<file path="src/rtl/cla_pipe_pkg.sv">
// cla_pipe_pkg: shared sizing helpers, parameter legality check and skid occupancy states
// for the pipelined carry-lookahead adder (cla_pipe) and its chunk adder (cla_chunk).
package cla_pipe_pkg;

    localparam int unsigned GROUP = 4;

    function automatic int unsigned chunk_width(input int unsigned width, input int unsigned stages);
        return (stages == 0) ? 0 : width / stages;
    endfunction

    function automatic bit params_legal(input int unsigned width, input int unsigned stages);
        if (stages == 0 || width == 0) return 1'b0;
        if ((width % stages) != 0) return 1'b0;
        return ((width / stages) % GROUP) == 0;
    endfunction

    // Result bundle is {ovf, cout, sum}.
    function automatic int unsigned result_width(input int unsigned width);
        return width + 2;
    endfunction

    typedef enum logic [1:0] {
        SK_EMPTY,
        SK_ONE,
        SK_TWO
    } skid_state_e;

endpackage

</file>
<file path="src/rtl/cla_pipe_chunk.sv">
// cla_chunk: combinational WIDTH-bit carry-lookahead adder built from 4-bit lookahead
// groups joined by a group-level lookahead carry network.
module cla_chunk
    import cla_pipe_pkg::*;
#(
    parameter int unsigned WIDTH = 4
) (
    input  logic [WIDTH-1:0] a,
    input  logic [WIDTH-1:0] b,
    input  logic             cin,
    output logic [WIDTH-1:0] sum,
    output logic             cout
);

    localparam int unsigned NG = WIDTH / GROUP;

    logic [WIDTH-1:0] g;
    logic [WIDTH-1:0] p;
    logic [WIDTH-1:0] c;
    logic [NG-1:0]    gg;
    logic [NG-1:0]    gp;
    logic [NG:0]      gc;
    logic             gc_term;
    logic             gc_acc;
    logic             bc_term;
    logic             bc_acc;

    assign g = a & b;
    assign p = a ^ b;

    always_comb begin
        gg = '0;
        gp = '1;
        for (int unsigned j = 0; j < NG; j++) begin
            for (int unsigned t = 0; t < GROUP; t++) begin
                gg[j] = g[j*GROUP+t] | (p[j*GROUP+t] & gg[j]);
                gp[j] = gp[j] & p[j*GROUP+t];
            end
        end
    end

    // Each group carry is a flat sum of products over group generate/propagate terms.
    always_comb begin
        gc      = '0;
        gc_term = 1'b0;
        gc_acc  = 1'b0;
        for (int unsigned j = 0; j <= NG; j++) begin
            gc_term = cin;
            for (int unsigned m = 0; m < j; m++) gc_term = gc_term & gp[m];
            gc_acc = gc_term;
            for (int unsigned i = 1; i <= j; i++) begin
                gc_term = gg[i-1];
                for (int unsigned m = i; m < j; m++) gc_term = gc_term & gp[m];
                gc_acc = gc_acc | gc_term;
            end
            gc[j] = gc_acc;
        end
    end

    always_comb begin
        c       = '0;
        bc_term = 1'b0;
        bc_acc  = 1'b0;
        for (int unsigned j = 0; j < NG; j++) begin
            for (int unsigned t = 0; t < GROUP; t++) begin
                bc_term = gc[j];
                for (int unsigned m = 0; m < t; m++) bc_term = bc_term & p[j*GROUP+m];
                bc_acc = bc_term;
                for (int unsigned i = 1; i <= t; i++) begin
                    bc_term = g[j*GROUP+i-1];
                    for (int unsigned m = i; m < t; m++) bc_term = bc_term & p[j*GROUP+m];
                    bc_acc = bc_acc | bc_term;
                end
                c[j*GROUP+t] = bc_acc;
            end
        end
    end

    assign sum  = p ^ c;
    assign cout = gc[NG];

endmodule

</file>
<file path="src/rtl/cla_pipe.sv">
// cla_pipe: pipelined add/subtract, one CHUNK-bit lookahead add per stage, valid/ready both sides.
// Define CLA_PIPE_SKID_EN for a 2-entry output skid that removes the out_ready -> in_ready path.
module cla_pipe
    import cla_pipe_pkg::*;
#(
    parameter int unsigned WIDTH  = 16,
    parameter int unsigned STAGES = 4
) (
    input  logic             clk,
    input  logic             rst,
    input  logic             in_valid,
    output logic             in_ready,
    input  logic [WIDTH-1:0] a,
    input  logic [WIDTH-1:0] b,
    input  logic             cin,
    input  logic             sub,
    output logic             out_valid,
    input  logic             out_ready,
    output logic [WIDTH-1:0] sum,
    output logic             cout,
    output logic             ovf
);

    localparam int unsigned CHUNK = chunk_width(WIDTH, STAGES);
    localparam int unsigned RW    = result_width(WIDTH);

    if (!params_legal(WIDTH, STAGES)) begin : g_bad_params
        $error("cla_pipe: WIDTH must divide into STAGES chunks that are multiples of 4 bits");
    end

    // Operands stay whole in every stage; only the chunks above k are still consumed downstream.
    typedef struct packed {
        logic [WIDTH-1:0] a;
        logic [WIDTH-1:0] b;
        logic [WIDTH-1:0] s;
        logic             c;
        logic             sub;
    } stage_t;

    stage_t            st_q   [STAGES];
    stage_t            st_in  [STAGES];
    stage_t            st_d   [STAGES];
    logic [CHUNK-1:0]  ck_sum [STAGES];
    logic              ck_cout[STAGES];
    logic [STAGES-1:0] v_q;
    logic [STAGES-1:0] adv;
    logic [STAGES-1:0] load;
    logic              last_room;
    logic              room;
    logic              ovf_last;
    logic [RW-1:0]     res_last;

    always_comb begin
        st_in[0].a   = a;
        st_in[0].b   = sub ? ~b : b;
        st_in[0].s   = '0;
        st_in[0].c   = sub ? 1'b1 : cin;
        st_in[0].sub = sub;
        for (int unsigned k = 1; k < STAGES; k++) st_in[k] = st_q[k-1];
    end

    for (genvar k = 0; k < STAGES; k++) begin : g_stage
        cla_chunk #(
            .WIDTH(CHUNK)
        ) u_chunk (
            .a   (st_in[k].a[k*CHUNK +: CHUNK]),
            .b   (st_in[k].b[k*CHUNK +: CHUNK]),
            .cin (st_in[k].c),
            .sum (ck_sum[k]),
            .cout(ck_cout[k])
        );
    end

    always_comb begin
        for (int unsigned k = 0; k < STAGES; k++) begin
            st_d[k]                     = st_in[k];
            st_d[k].s[k*CHUNK +: CHUNK] = ck_sum[k];
            st_d[k].c                   = ck_cout[k];
        end
    end

    // Walk from the output back: a stage moves if it is full and the one ahead is free or moving.
    always_comb begin
        adv  = '0;
        load = '0;
        room = last_room;
        for (int unsigned i = 0; i < STAGES; i++) begin
            adv[STAGES-1-i] = v_q[STAGES-1-i] && room;
            room            = !v_q[STAGES-1-i] || adv[STAGES-1-i];
        end
        load[0] = in_valid && room;
        for (int unsigned k = 1; k < STAGES; k++) load[k] = adv[k-1];
    end

    assign in_ready = room;

    always_ff @(posedge clk or posedge rst) begin
        if (rst) begin
            v_q <= '0;
            for (int unsigned k = 0; k < STAGES; k++) st_q[k] <= '0;
        end else begin
            for (int unsigned k = 0; k < STAGES; k++) begin
                if (load[k]) st_q[k] <= st_d[k];
            end
            v_q <= load | (v_q & ~adv);
        end
    end

    assign ovf_last = (st_q[STAGES-1].a[WIDTH-1] == st_q[STAGES-1].b[WIDTH-1])
                   && (st_q[STAGES-1].s[WIDTH-1] != st_q[STAGES-1].a[WIDTH-1]);
    assign res_last = {ovf_last, st_q[STAGES-1].c, st_q[STAGES-1].s};

`ifdef CLA_PIPE_SKID_EN
    skid_state_e   sk_state_q;
    skid_state_e   sk_state_d;
    logic [RW-1:0] sk0_q;
    logic [RW-1:0] sk0_d;
    logic [RW-1:0] sk1_q;
    logic [RW-1:0] sk1_d;
    logic          sk_pop;
    logic          sk_push;

    assign last_room = (sk_state_q != SK_TWO);

    // With an empty skid the last stage is presented directly; it only enters the skid if not taken.
    always_comb begin
        sk_state_d = sk_state_q;
        sk0_d      = sk0_q;
        sk1_d      = sk1_q;
        sk_pop     = (sk_state_q != SK_EMPTY) && out_ready;
        sk_push    = adv[STAGES-1] && !((sk_state_q == SK_EMPTY) && out_ready);
        case (sk_state_q)
            SK_EMPTY: begin
                if (sk_push) begin
                    sk0_d      = res_last;
                    sk_state_d = SK_ONE;
                end
            end
            SK_ONE: begin
                if (sk_pop && sk_push) begin
                    sk0_d = res_last;
                end else if (sk_pop) begin
                    sk_state_d = SK_EMPTY;
                end else if (sk_push) begin
                    sk1_d      = res_last;
                    sk_state_d = SK_TWO;
                end
            end
            SK_TWO: begin
                if (sk_pop) begin
                    sk0_d      = sk1_q;
                    sk_state_d = SK_ONE;
                end
            end
            default: sk_state_d = SK_EMPTY;
        endcase
    end

    always_ff @(posedge clk or posedge rst) begin
        if (rst) begin
            sk_state_q <= SK_EMPTY;
            sk0_q      <= '0;
            sk1_q      <= '0;
        end else begin
            sk_state_q <= sk_state_d;
            sk0_q      <= sk0_d;
            sk1_q      <= sk1_d;
        end
    end

    assign out_valid          = (sk_state_q != SK_EMPTY) || v_q[STAGES-1];
    assign {ovf, cout, sum}   = (sk_state_q != SK_EMPTY) ? sk0_q : res_last;
`else
    assign last_room          = out_ready;
    assign out_valid          = v_q[STAGES-1];
    assign {ovf, cout, sum}   = res_last;
`endif

endmodule
</file>
<file path="config.mk">
export PLATFORM = sky130hd
export DESIGN_NAME = cla_pipe
export DESIGN_NICKNAME = d
export VERILOG_FILES = /design/src/rtl/cla_pipe_pkg.sv /design/src/rtl/cla_pipe_chunk.sv /design/src/rtl/cla_pipe.sv
export SDC_FILE = /design/constraint.sdc
export NUM_CORES = 1
export LEC_CHECK = 0
export ABC_AREA = 1
export CORE_MARGIN = 2
export CORE_UTILIZATION = 50
export DETAILED_ROUTE_END_ITERATION = 10
export GPL_TIMING_DRIVEN = 0
export PLACE_DENSITY = 0.79
export SYNTH_ARGS = -nofsm -noshare
export SYNTH_HDL_FRONTEND = slang
export SYNTH_HIERARCHICAL = 1
export SYNTH_SLANG_ARGS = --single-unit
</file>
<file path="constraint.sdc">
create_clock -name clk -period 3.6 [get_ports clk]
set_clock_uncertainty 0.15 [all_clocks]
set_input_delay 0.54 -clock clk [delete_from_list [all_inputs] [get_ports clk]]
set_output_delay 0.54 -clock clk [all_outputs]
set_load 0.03 [all_outputs]
</file>
# Word-level counts from Yosys, hierarchy flattened
# Index checks and enable logic that the tools add are counted.
# op_classes
bitwise_logic	104
mux	2
n_eq_ne	2
n_reduce_logical	14
# op_table
op	count
$and A1 B1 Y1	48
$or A1 B1 Y1	40
$xor A4 B4 Y4	8
$and A4 B4 Y4	5
$mux W16	1
$not A16 Y16	1
$logic_and A1 B1 Y1	6
$logic_not A1 Y1	4
$logic_or A1 B1 Y1	4
$not A4 Y4	1
$or A4 B4 Y4	1
$eq A1 B1 Y1	1
$mux W1	1
$ne A1 B1 Y1	1
# totals
output_inout_bits	20
elab_cells	139
input_bits	38
regBits	176

# Logic depth before layout (Yosys ltp)
# Gate-level depths: netlist of the first run.
# depth
depth_word	10
ltp_mapped	12
mapped_depth_nobuf	10

# Modules after synthesis
# Netlist of the first run, hierarchy kept.
# by_module_without_submodules
module	cells_each	instances	area_each_um2	seq_area_each_um2
cla_pipe	464	1	4182.8	2452.4
cla_chunk at g_stage[1].u_chunk ...	32	2	235.2	0.0
cla_chunk at g_stage[3].u_chunk	36	1	250.2	0.0
cla_chunk at g_stage[0].u_chunk	32	1	215.2	0.0

# Worst setup path before layout of the first run
# OpenSTA, ideal clock, no wires.
# synth_timing
path_kind	input to register
from	in sub
to	reg st_q, in the netlist st_d[105]
setup_slack_ns	1.292
arrival_time_ns	2.091
setup_ns	0.066
stages	12
required_ns	3.384
cell_sequence	buf_2 buf_4 xor2_1 ha_1 ha_1 nand2_1 nand3_2 nand2_1 nand3_1 nand2_1 nand3_1 nand2_1
# synth_lines
item	line	rtl
start, declared	cla_pipe.sv:16	input logic sub,
end signal, assigned by index	cla_pipe.sv:103	if (load[k]) st_q[k] <= st_d[k];
end, declared	cla_pipe.sv:40	stage_t st_q [STAGES];

# Final worst setup path of the first run
# layout_timing
from	in out_ready
to	out in_ready
# layout_between
elab_chain_cells	8
# layout_rtl
item	line	rtl
start, declared	cla_pipe.sv:18	input logic out_ready,
$logic_and A1 B1 Y1	cla_pipe.sv:88	adv[STAGES-1-i] = v_q[STAGES-1-i] && room;
$logic_or A1 B1 Y1	cla_pipe.sv:89	room = !v_q[STAGES-1-i] || adv[STAGES-1-i];
$logic_and A1 B1 Y1	cla_pipe.sv:88	
$logic_or A1 B1 Y1	cla_pipe.sv:89	
$logic_and A1 B1 Y1	cla_pipe.sv:88	
$logic_or A1 B1 Y1	cla_pipe.sv:89	
$logic_and A1 B1 Y1	cla_pipe.sv:88	
$logic_or A1 B1 Y1	cla_pipe.sv:89	
end, declared	cla_pipe.sv:12	output logic in_ready,
# Every way passes these cells.

==> results by group, run 1 <==
Clocking
  – Hold_buf cts: 0
  – Max clock buf depth: 2
  – CTS resizes: 0
  – CTS buffer count: 9
  – Root buf cell: clkbuf_8
  – Clock transition at path regs: 0.08 ns
  – Worst-skew pair later-pin latency: between 0.3 and 0.4 ns
  – CTS tree: built
  – Setup bufs post-CTS: 0
  – CTS sink cnt: 98
  – Htree depth: 3

Flow run
  – Max_cap viols: 0

Critical path
  – WS Path Type: in -> out
  – CP Buf/Inv Count: 3
  – Critical path peak fanout: 10
  – CP dominant cell by count: clkdlybuf4s50_1
  – Crit-path cells: clkdlybuf4s50_1 -> nor2_4 -> nand4_4 -> buf_2 -> clkdlybuf4s50_1
  – CP delay by family, top: buffers and inverters
  – CP max stage delay: between 0.6 and 0.7 ns
  – Critical path launch point type: input pin
  – Slowest CP cell: clkdlybuf4s50_1
  – Critical path arrival: 2.23 ns
  – CP required: about 2.9 ns
  – Setup crit end kind: output port

Die
  – Core box area: 9864 sq um
  – Die extent in x: 105.2 um
  – Die ar.: 11060 sq um
  – Initial Util: 51.89%
  – Die Y-Extent: roughly 110 um
  – Num rows: 36
  – Top Ports: 58

Route
  – Drt first pass iters: 4
  – Drt total wl: 9699 um
  – DR iter-0 viols: between 100 and 150
  – Routed Antenna Nets: 0
  – Via density: 4.858
  – Routed WL per cell: 12.09 um
  – Routed via count: 3896
  – DRC viols: 0

Global routing
  – Largest net degree at the start of global routing: 53
  – Met3 Use GR: 3.057%
  – First-pass GRT wire length: 17480 um
  – Vias in the first global route: just under 4000
  – Met1 GRT Util: 24.03%
  – Initial antenna violation count: 0
  – Total GRT Usage: 19.38%
  – Total gr overflow: 0
  – GR peak layer: met2
  – Met2 usage: 34.01%

Synth
  – Syn Nets: about 660
  – Syn avg cell area: around 8.6 sq um
  – Netlist cell types: 25
  – Number of synthesized register bits: 98
  – Register area share after synthesis: 47.91%
  – Synthesized cell area: 5119 sq um
  – Post-Syn Instances: 596
  – YS warnings: 6

Power
  – Clock Power Share: 19.3%
  – Sw power: 1397 uW
  – Sequential share of power: 41.8%
  – Leakage power: 0.003252 uW
  – P_int: between 2000 and 3000 uW
  – Power Density: roughly 640 nW/um^2
  – Logic pwr share: roughly two fifths
  – Max VDD drop: 0.3219 mV
  – Sw Ratio: 35.73%

STA
  – Final min period: 2.918 ns
  – Fmax: 342.7 MHz
  – Unrepaired setup endpoints after global routing: false
  – Worst Tran Pin Value: around 0.60 ns
  – Setup-failing EPs final: 0
  – Final period util: 81.06%
  – Slew Viols, Final: 0
  – Final hold violation count: 0
  – Slew margin rel.: between 50% and 60%

Place
  – # port buffers: 56
  – DP Wirelength: 7653 um
  – Routability cong.: 0.8693
  – Placed Instances: 786
  – Post-DP Area: 5876 sq um

Run status
  – Status: complete, no violations

Final layout
  – Non-Filler Instances: 802
  – Synth-to-Final Area Change: 19.04%
  – Nets: 726
  – Core Util, Final: 61.77%
  – Area of the multi-input gates: ~2200 sq um
  – FF/Latch Area: about 2500 sq um
  – Design Area, Final: 6093 sq um
  – N_diodes: 0
  – # fillers: 849
  – Share of cells above drive strength 1: 11.96%

Min path
  – Hold crit path type: reg -> reg
[metrics by stage]
stage / power, uW / hold slack, ns / setup slack, ns / setup TNS, ns
CTS: 3941 / 0.3305 / 0.6772 / 0
global route: 4204 / 0.3467 / 0.6268 / 0
floorplan: 2730 / 0.2925 / 0.3479 / 0
detailed placement: 3182 / 0.3098 / 0.6906 / 0
global placement: 3109 / 0.3043 / -0.8863 / -86.45
finish: 3909 / 0.3257 / 0.6819 / 0
[worst paths after layout]
| kind | startpoint | to | slack [ns] | cells past startpoint |
|---|---|---|---|---|
| worst max register to register | st_d[138] | st_d[59] | 1.84 | 9 |
| worst min register to register | sum[9] | sum[9] | 0.33 | 2 |
| min in group asynchronous | rst | st_d[2] | 0.45 | 2 |
| worst min-delay path | sum[9] | sum[9] | 0.33 | 2 |
| max in group asynchronous | rst | st_d[102] | 2.20 | 3 |
| worst max-delay path | out_ready | in_ready | 0.68 | 5 |
[kinds of logic (layout without fill, tap and decap cells)]
logic type	Yosys count	after routing	synth area share, %
flip-flops	98	98	47.91
AND/OR/NAND/NOR	364	364	31.73
XOR/XNOR	24	24	4.107
buffers and inverters	82	155	9.411
adder cells (fa/ha/maj)	24	24	6.453
AO/OA/AOI/OAI	4	4	0.3909
[worst register-to-register path: cells and delay by family (launching register included)]
family        cells  cell delay (ns)
simple gates      7             0.61
fa+ha+maj         2             0.52
flops             1             0.43
[state kept, by name (all words and copies together) (netlist names)]
signal and flops:
v_q 4, sum 16, st_d 72, st_in 3, st_q 2, cout 1
[per-layer routing]
layer / wire length (um) / share of wire (%) / vias to the layer above
met2: 4825 / 50 / 89
met1: 4349 / 45 / 1777
li1: - / - / 2017
met3: 352 / 3.6 / 13
met4: 172 / 1.8 / 0
met5: 0 / 0 / -
[layout by cell type (no fill, tap or decap), types with 9 or more instances in the layout]
cell type / count
clkbuf_8: 9
buf_2: 10
xor2_1: 23
dfrtp_1: 98
nand3_1: 103
clkbuf_1: 11
ha_1: 20
nand2_1: 230
inv_1: 25
clkdlybuf4s50_1: 56
buf_4: 22
[power by group through the flow]
| stage | Sequential, uW | Clock, uW | Combinational (uW) |
|---|---|---|---|
| 6_report | 1640 | 755 | 1520 |
| 3_3_place_gp | 1640 | 0 | 1470 |
| 5_1_grt | 1680 | 814 | 1710 |
| 3_5_place_dp | 1660 | 0 | 1530 |
| 2_1_floorplan | 1600 | 0 | 1130 |
| 4_1_cts | 1640 | 771 | 1530 |
[synthesized netlist by cell type]
master | number | share of area [%]
nor2_4 | 1 | 0.22
buf_4 | 22 | 3.2
ha_1 | 20 | 4.9
nor2_1 | 4 | 0.29
buf_2 | 10 | 0.98
nand4_4 | 1 | 0.42
bufinv_8 | 3 | 1.0
clkbuf_1 | 11 | 0.81
fa_1 | 4 | 1.6
nand2_1 | 230 | 17
nand4_1 | 8 | 0.98
nand3_4 | 1 | 0.34
inv_1 | 26 | 1.9
buf_1 | 2 | 0.15
xnor2_1 | 1 | 0.17
xor2_1 | 23 | 3.9
inv_2 | 3 | 0.22
a21oi_1 | 3 | 0.29
dfrtp_1 | 98 | 48
buf_6 | 5 | 1.1
nand3_2 | 8 | 1.6
nand2_2 | 6 | 0.73
o21ai_1 | 1 | 0.098
nand3_1 | 103 | 10
or2_2 | 2 | 0.24
[cell type report]
cell class | instances | area share, %
buffer | 50 | 5.257
clock buffer | 9 | 2.033
clock inverter | 7 | 1.540
inverter | 32 | 2.690
multi-input combinational | 416 | 35.85
sequential | 98 | 40.25
tap | 133 | 2.731
timing repair buffer | 57 | 9.651
Power figures use the tool's default switching activity.
==> run 2: changes to the inputs <==
==> constraint.sdc (replaced) <==
create_clock -name clk -period 2.7 [get_ports clk]
set_clock_uncertainty 0.15 [all_clocks]
set_input_delay 0.405 -clock clk [delete_from_list [all_inputs] [get_ports clk]]
set_output_delay 0.405 -clock clk [all_outputs]
set_load 0.03 [all_outputs]
==> run 2 against run 1 <==
  * Via count grew 0.23%
  * Die area stayed put
  * Clock-buffer cell count increased by 4
  * Global-route usage fell by 0.38 points
  * Setup slack worse by 0.29 ns
  * Sequential share of layout area grew 0.099 points
  * Sequential power up 33%
  * Largest cell class unchanged
==> results by group, run 2 (synthesized netlist as in run 1, its figures left out) <==
Final layout
  – Commonest non-fill, non-tap cells in the layout: nand2_1 (230), nand3_1 (103), dfrtp_1 (98), clkdlybuf4s50_1 (55), inv_1 (25)
  – N_diodes: 0 (unchanged)
  – Design Area, Final: 6078 sq um (-0.25%)
  – Max FFs per register: 72 (unchanged)
  – Commonest non-fill, non-tap cell in the layout: nand2_1
  – Nets: 727 (+0.14%)
  – Synth-to-Final Area Change: 18.75%
  – Share of cells above drive strength 1: 11.51% (-0.45 points)

STA
  – Setup-failing EPs final: 0 (unchanged)
  – Final hold violation count: 0 (unchanged)
  – Slew margin rel.: 61.82% (+1.8 points)
  – Final period util: 85.40%
  – Hold slack: 0.2971 ns (-0.02858 ns)
  – Slew Viols, Final: 0 (unchanged)
  – Worst Tran Pin Value: 0.5715 ns (-0.02883 ns)
  – Setup TNS: 0 ns (unchanged)
  – Unrepaired setup endpoints after global routing: false
  – Final WS setup: 0.3942 ns (-0.2877 ns)
  – Final min period: 2.306 ns
  – Fmax: 433.7 MHz

Route
  – Drt first pass iters: 4 (unchanged)
  – DRC viols: 0 (unchanged)
  – Routed WL per cell: 12.05 um (-0.37%)
  – Via density: 4.869 (+0.23%)
  – Routed via count: 3905 (+0.23%)
  – Drt total wl: 9663 um (-0.37%)
  – Routed Antenna Nets: 0 (unchanged)
  – DR iter-0 viols: 124 (-16%)

Die
  – Die extent in x: 105.2 um (unchanged)
  – Core box area: 9864 sq um (unchanged)
  – Num rows: 36 (unchanged)
  – Initial Util: 51.89% (unchanged)
  – Die ar.: 11060 sq um (unchanged)
  – Die Y-Extent: 105.2 um (unchanged)
  – Top Ports: 58 (unchanged)

Clocking
  – Clock transition at path regs: 0.09 ns (about the same)
  – CTS tree: built
  – CTS buffer count: 9 (unchanged)
  – Worst-skew pair later-pin latency: 0.36 ns (about the same)
  – CTS sink cnt: 98 (unchanged)
  – Hold_buf cts: 0 (unchanged)
  – Htree depth: 3 (unchanged)
  – Max clock buf depth: 2 (unchanged)
  – Root buf cell: clkbuf_8

Global routing
  – Largest net degree at the start of global routing: 42 (-21%)
  – Initial antenna violation count: 0 (unchanged)
  – Vias in the first global route: 3897 (+1.4%)
  – Total gr overflow: 0 (unchanged)
  – First-pass GRT wire length: 17000 um (-2.8%)
  – Total GRT Usage: 19.00% (-0.38 points)

Min path
  – Hold crit path type: in -> async

Critical path
  – WS Path Type: in -> out
  – Slowest CP cell: clkdlybuf4s50_1
  – Critical path launch point type: input pin
  – Critical path arrival: 1.75 ns (-0.48 ns)
  – CP required: 2.14 ns (-0.77 ns)
  – CP delay by family, top: buffers and inverters
  – Setup crit end kind: output port
  – Crit-path cells: clkdlybuf4s50_1 -> nor2_4 -> nand4_4 -> buf_2 -> dlymetal6s2s_1
  – FF-to-FF setup slack: 0.95 ns (-0.89 ns)
  – CP max stage delay: 0.45 ns (-0.17 ns)
  – Critical path peak fanout: 10 (unchanged)
  – CP Buf/Inv Count: 3 (unchanged)

Power
  – Max VDD drop: 0.4209 mV (+31%)
  – Leakage power: 0.003240 uW (-0.36%)
  – Power Total: 5123 uW (+31%)
  – Power Density: 842.9 nW/um^2 (+31%)

Place
  – Setup WS pre-CTS: 0.03376 ns (-0.6569 ns)
  – Post-DP Area: 5889 sq um (+0.23%)
  – # port buffers: 56 (unchanged)
  – DP Wirelength: 7710 um (+0.74%)
  – Routability cong.: 0.8583 (-1.3%)

Run status
  – Status: complete, no violations

Flow run
  – Max_cap viols: 0 (unchanged)
## run 2: cell types whose count changed in the layout (fill, tap and decap cells not counted), sizes merged
cell           previous run  this run
clkdlybuf4s50            56        55
bufinv                    5         4
dlymetal6s2s              0         1
inv                      29        28
buf                      40        41
clkinv                    3         0
clkbuf                   20        24
## run 2: worst reg2reg max path, cell delays in order (launching register included)
cell and delay (ns):
dfrtp_1 0.42, ha_1 0.34, ha_1 0.21, nand2_1 0.08, nand3_2 0.08, nand2_1 0.07, nand3_1 0.08, nand2_1 0.09
nand3_1 0.08, nand2_1 0.08
## run 2: worst paths after layout
| path | startpoint | to | depth (start not counted) |
|---|---|---|---|
| max in group asynchronous | rst | st_d[6] | 4 |
| worst max-delay path | out_ready | in_ready | 5 |
| worst max register to register | st_d[138] | st_d[59] | 9 |
| worst min-delay path | rst | st_d[127] | 2 |
| worst min register to register | sum[4] | sum[4] | 2 |
| min in group clk | sum[4] | sum[4] | 2 |
## run 2: routing by layer
layer	up-vias	share of wire, %	GRT usage [%]
met3	14	3.3	3.057
met1	1788	44	22.38
met2	87	51	34.24
met4	0	2.0	7.714
met5	-	0	0
li1	2016	-	-
## run 2: per-stage QoR
stage / utilization (%) / std cells
after floorplan: - / 596
after global placement: 59.30 / 785
after detailed placement: 59.70 / 787
after CTS: 61.59 / 802
after global routing: 61.62 / 802
final: 61.62 / 802
## run 2: power by group
part           total (uW)  leakage, uW  switching [uW]  internal (uW)
Sequential           2180      0.00122             278           1900
Combinational        2020      0.00193            1090            930
Clock                 920    0.0000897             470            450
## run 2: what timing repair did
action / CTS / global route
setup buffers: 0 / 0
endpoints found under the hold margin: 0 / 0
gates resized for setup: 0 / 1
setup endpoints to repair: 0 / 1
## run 2: cell type report
cell class,instances,area [sq um]
plain buffers,50,320.3
clock buffers,13,148.9
multi-input cells,416,2185
flip-flops and latches,98,2452
inverters,32,165.2
clock inverters,2,37.54
repair buffers,58,603.1
fillers,860,3786
well taps,133,166.4
==> run 3: changes to the inputs <==
--- a/config.mk
+++ b/config.mk
@@ -11,6 +11,7 @@
 export DETAILED_ROUTE_END_ITERATION = 10
 export GPL_TIMING_DRIVEN = 0
 export PLACE_DENSITY = 0.79
+export SLEW_MARGIN = 20
 export SYNTH_ARGS = -nofsm -noshare
 export SYNTH_HDL_FRONTEND = slang
 export SYNTH_HIERARCHICAL = 1
==> run 3 against run 2 <==
  * Sequential power hardly changed
  * Flip-flop and latch count unchanged
  * Register-to-register slack about the same
  * Fmax up 0.50%
  * Combinational power barely moved
  * Critical path type unchanged
  * Sequential share of layout area unchanged
==> results by group, run 3 (synthesized netlist as in run 1, its figures left out) <==
Run status
  – Status: complete, no violations

Clocking
  – Max clock buf depth: 2 (unchanged)
  – CTS buffer count: 9 (unchanged)
  – Htree depth: 3 (unchanged)
  – CTS resizes: 0 (unchanged)
  – CTS sink cnt: 98 (unchanged)
  – CTS tree: built
  – Hold_buf cts: 0 (unchanged)
  – Root buf cell: clkbuf_8
  – Worst-skew pair later-pin latency: 0.36 ns (about the same)
  – Clock transition at path regs: 0.09 ns (about the same)
  – Setup bufs post-CTS: 0 (unchanged)

Die
  – Core box area: 9864 sq um (unchanged)
  – Top Ports: 58 (unchanged)
  – Num rows: 36 (unchanged)
  – Die Y-Extent: 105.2 um (unchanged)
  – Initial Util: 51.89% (unchanged)
  – Die ar.: 11060 sq um (unchanged)
  – Die extent in x: 105.2 um (unchanged)

Critical path
  – WS Path Type: in -> out
  – Critical path peak fanout: 10 (unchanged)
  – CP required: 2.14 ns (about the same)
  – Critical path arrival: 1.74 ns (about the same)
  – Setup crit end kind: output port
  – Critical path launch point type: input pin

STA
  – Setup-failing EPs final: 0 (unchanged)
  – Worst Tran Pin Value: 0.6208 ns (+0.04934 ns)
  – Slew margin rel.: 58.53% (-3.3 points)
  – Final min period: 2.294 ns (-0.01141 ns)
  – Fmax: 435.8 MHz (+0.50%)
  – Setup TNS: 0 ns (unchanged)
  – Final hold violation count: 0 (unchanged)
  – Hold slack: 0.3173 ns (+0.02019 ns)
  – Slew Viols, Final: 0 (unchanged)
  – Final period util: 84.98% (-0.42 points)
  – Unrepaired setup endpoints after global routing: false

Final layout
  – Commonest non-fill, non-tap cells in the layout: nand2_1 (230), nand3_1 (103), dfrtp_1 (98), clkdlybuf4s50_1 (55), inv_1 (25)
  – Share of cells above drive strength 1: 11.51% (unchanged)
  – Synth-to-Final Area Change: 18.75% (unchanged)
  – Core Util, Final: 61.62% (unchanged)
  – Design Area, Final: 6078 sq um (unchanged)
  – Nets: 727 (unchanged)
  – Max FFs per register: 72 (unchanged)
  – N_diodes: 0 (unchanged)
  – Commonest non-fill, non-tap cell in the layout: nand2_1
  – # fillers: 860 (unchanged)

Global routing
  – Total GRT Usage: 18.84% (-0.16 points)
  – Total gr overflow: 0 (unchanged)
  – Vias in the first global route: 3774 (-3.2%)
  – Largest net degree at the start of global routing: 38 (-9.5%)
  – Initial antenna violation count: 0 (unchanged)
  – First-pass GRT wire length: 16860 um (-0.81%)

Route
  – DR iter-0 viols: 141 (+14%)
  – Drt first pass iters: 4 (unchanged)
  – Drt total wl: 9560 um (-1.1%)
  – Routed Antenna Nets: 0 (unchanged)
  – Via density: 4.838 (-0.64%)
  – DRC viols: 0 (unchanged)
  – Routed WL per cell: 11.92 um (-1.1%)
  – Routed via count: 3880 (-0.64%)

Place
  – Routability cong.: 0.8583 (unchanged)
  – Post-DP Area: 5889 sq um (unchanged)
  – DP Wirelength: 7632 um (-1.0%)
  – # port buffers: 56 (unchanged)

Flow run
  – Max_cap viols: 0 (unchanged)

Power
  – Power Total: 5109 uW (-0.27%)
  – Leakage power: 0.003240 uW (unchanged)
  – Max VDD drop: 0.4190 mV (-0.46%)
  – Power Density: 840.6 nW/um^2 (-0.27%)

Min path
  – Hold crit path type: in -> async
run 3: area by class of cell:
| type | instances | area, sq um | share of cell area [%] |
|---|---|---|---|
| clock buffer | 13 | 148.9 | 2.450 |
| timing repair buffer | 58 | 603.1 | 9.922 |
| buffer | 50 | 320.3 | 5.270 |
| sequential | 98 | 2452 | 40.35 |
| inverter | 32 | 165.2 | 2.717 |
| multi-input combinational | 416 | 2185 | 35.94 |
| clock inverter | 2 | 37.54 | 0.6175 |
| tap | 133 | 166.4 | 2.738 |
run 3: critical path, stage by stage:
cell             delay [ns]
clkdlybuf4s50_1        0.45
nor2_4                 0.24
nand4_4                0.16
buf_2                  0.23
dlymetal6s2s_1         0.26
run 3: layer usage:
layer	vias to the layer above	wire length, um	track usage [%]
li1	2016	-	-
met1	1764	4402	23.10
met2	87	4671	32.76
met3	13	316	2.870
met4	0	170	8.190
met5	-	0	0
run 3: worst paths after layout:
path	startpoint	endpoint	slack (ns)	cells after the start
setup / recovery	out_ready	in_ready	0.41	5
hold / removal	rst	st_d[128]	0.32	2
setup reg to reg	st_d[138]	st_d[59]	0.96	9
hold reg to reg	sum[13]	sum[13]	0.32	2
max in group asynchronous	rst	st_d[58]	1.27	4
min in group clk	sum[13]	sum[13]	0.32	2
run 3: where the power goes:
group | total [uW] | internal (uW) | switching (uW)
logic | 2020 | 929 | 1090
registers | 2180 | 1900 | 277
clock network | 913 | 450 | 463
run 3: metrics by stage:
step / setup slack, ns / instances
after floorplan: 0.5275 / 596
after global placement: 0.07829 / 785
after detailed placement: 0.04614 / 787
after CTS: 0.03081 / 802
after global routing: 0.3062 / 802
final: 0.4056 / 802
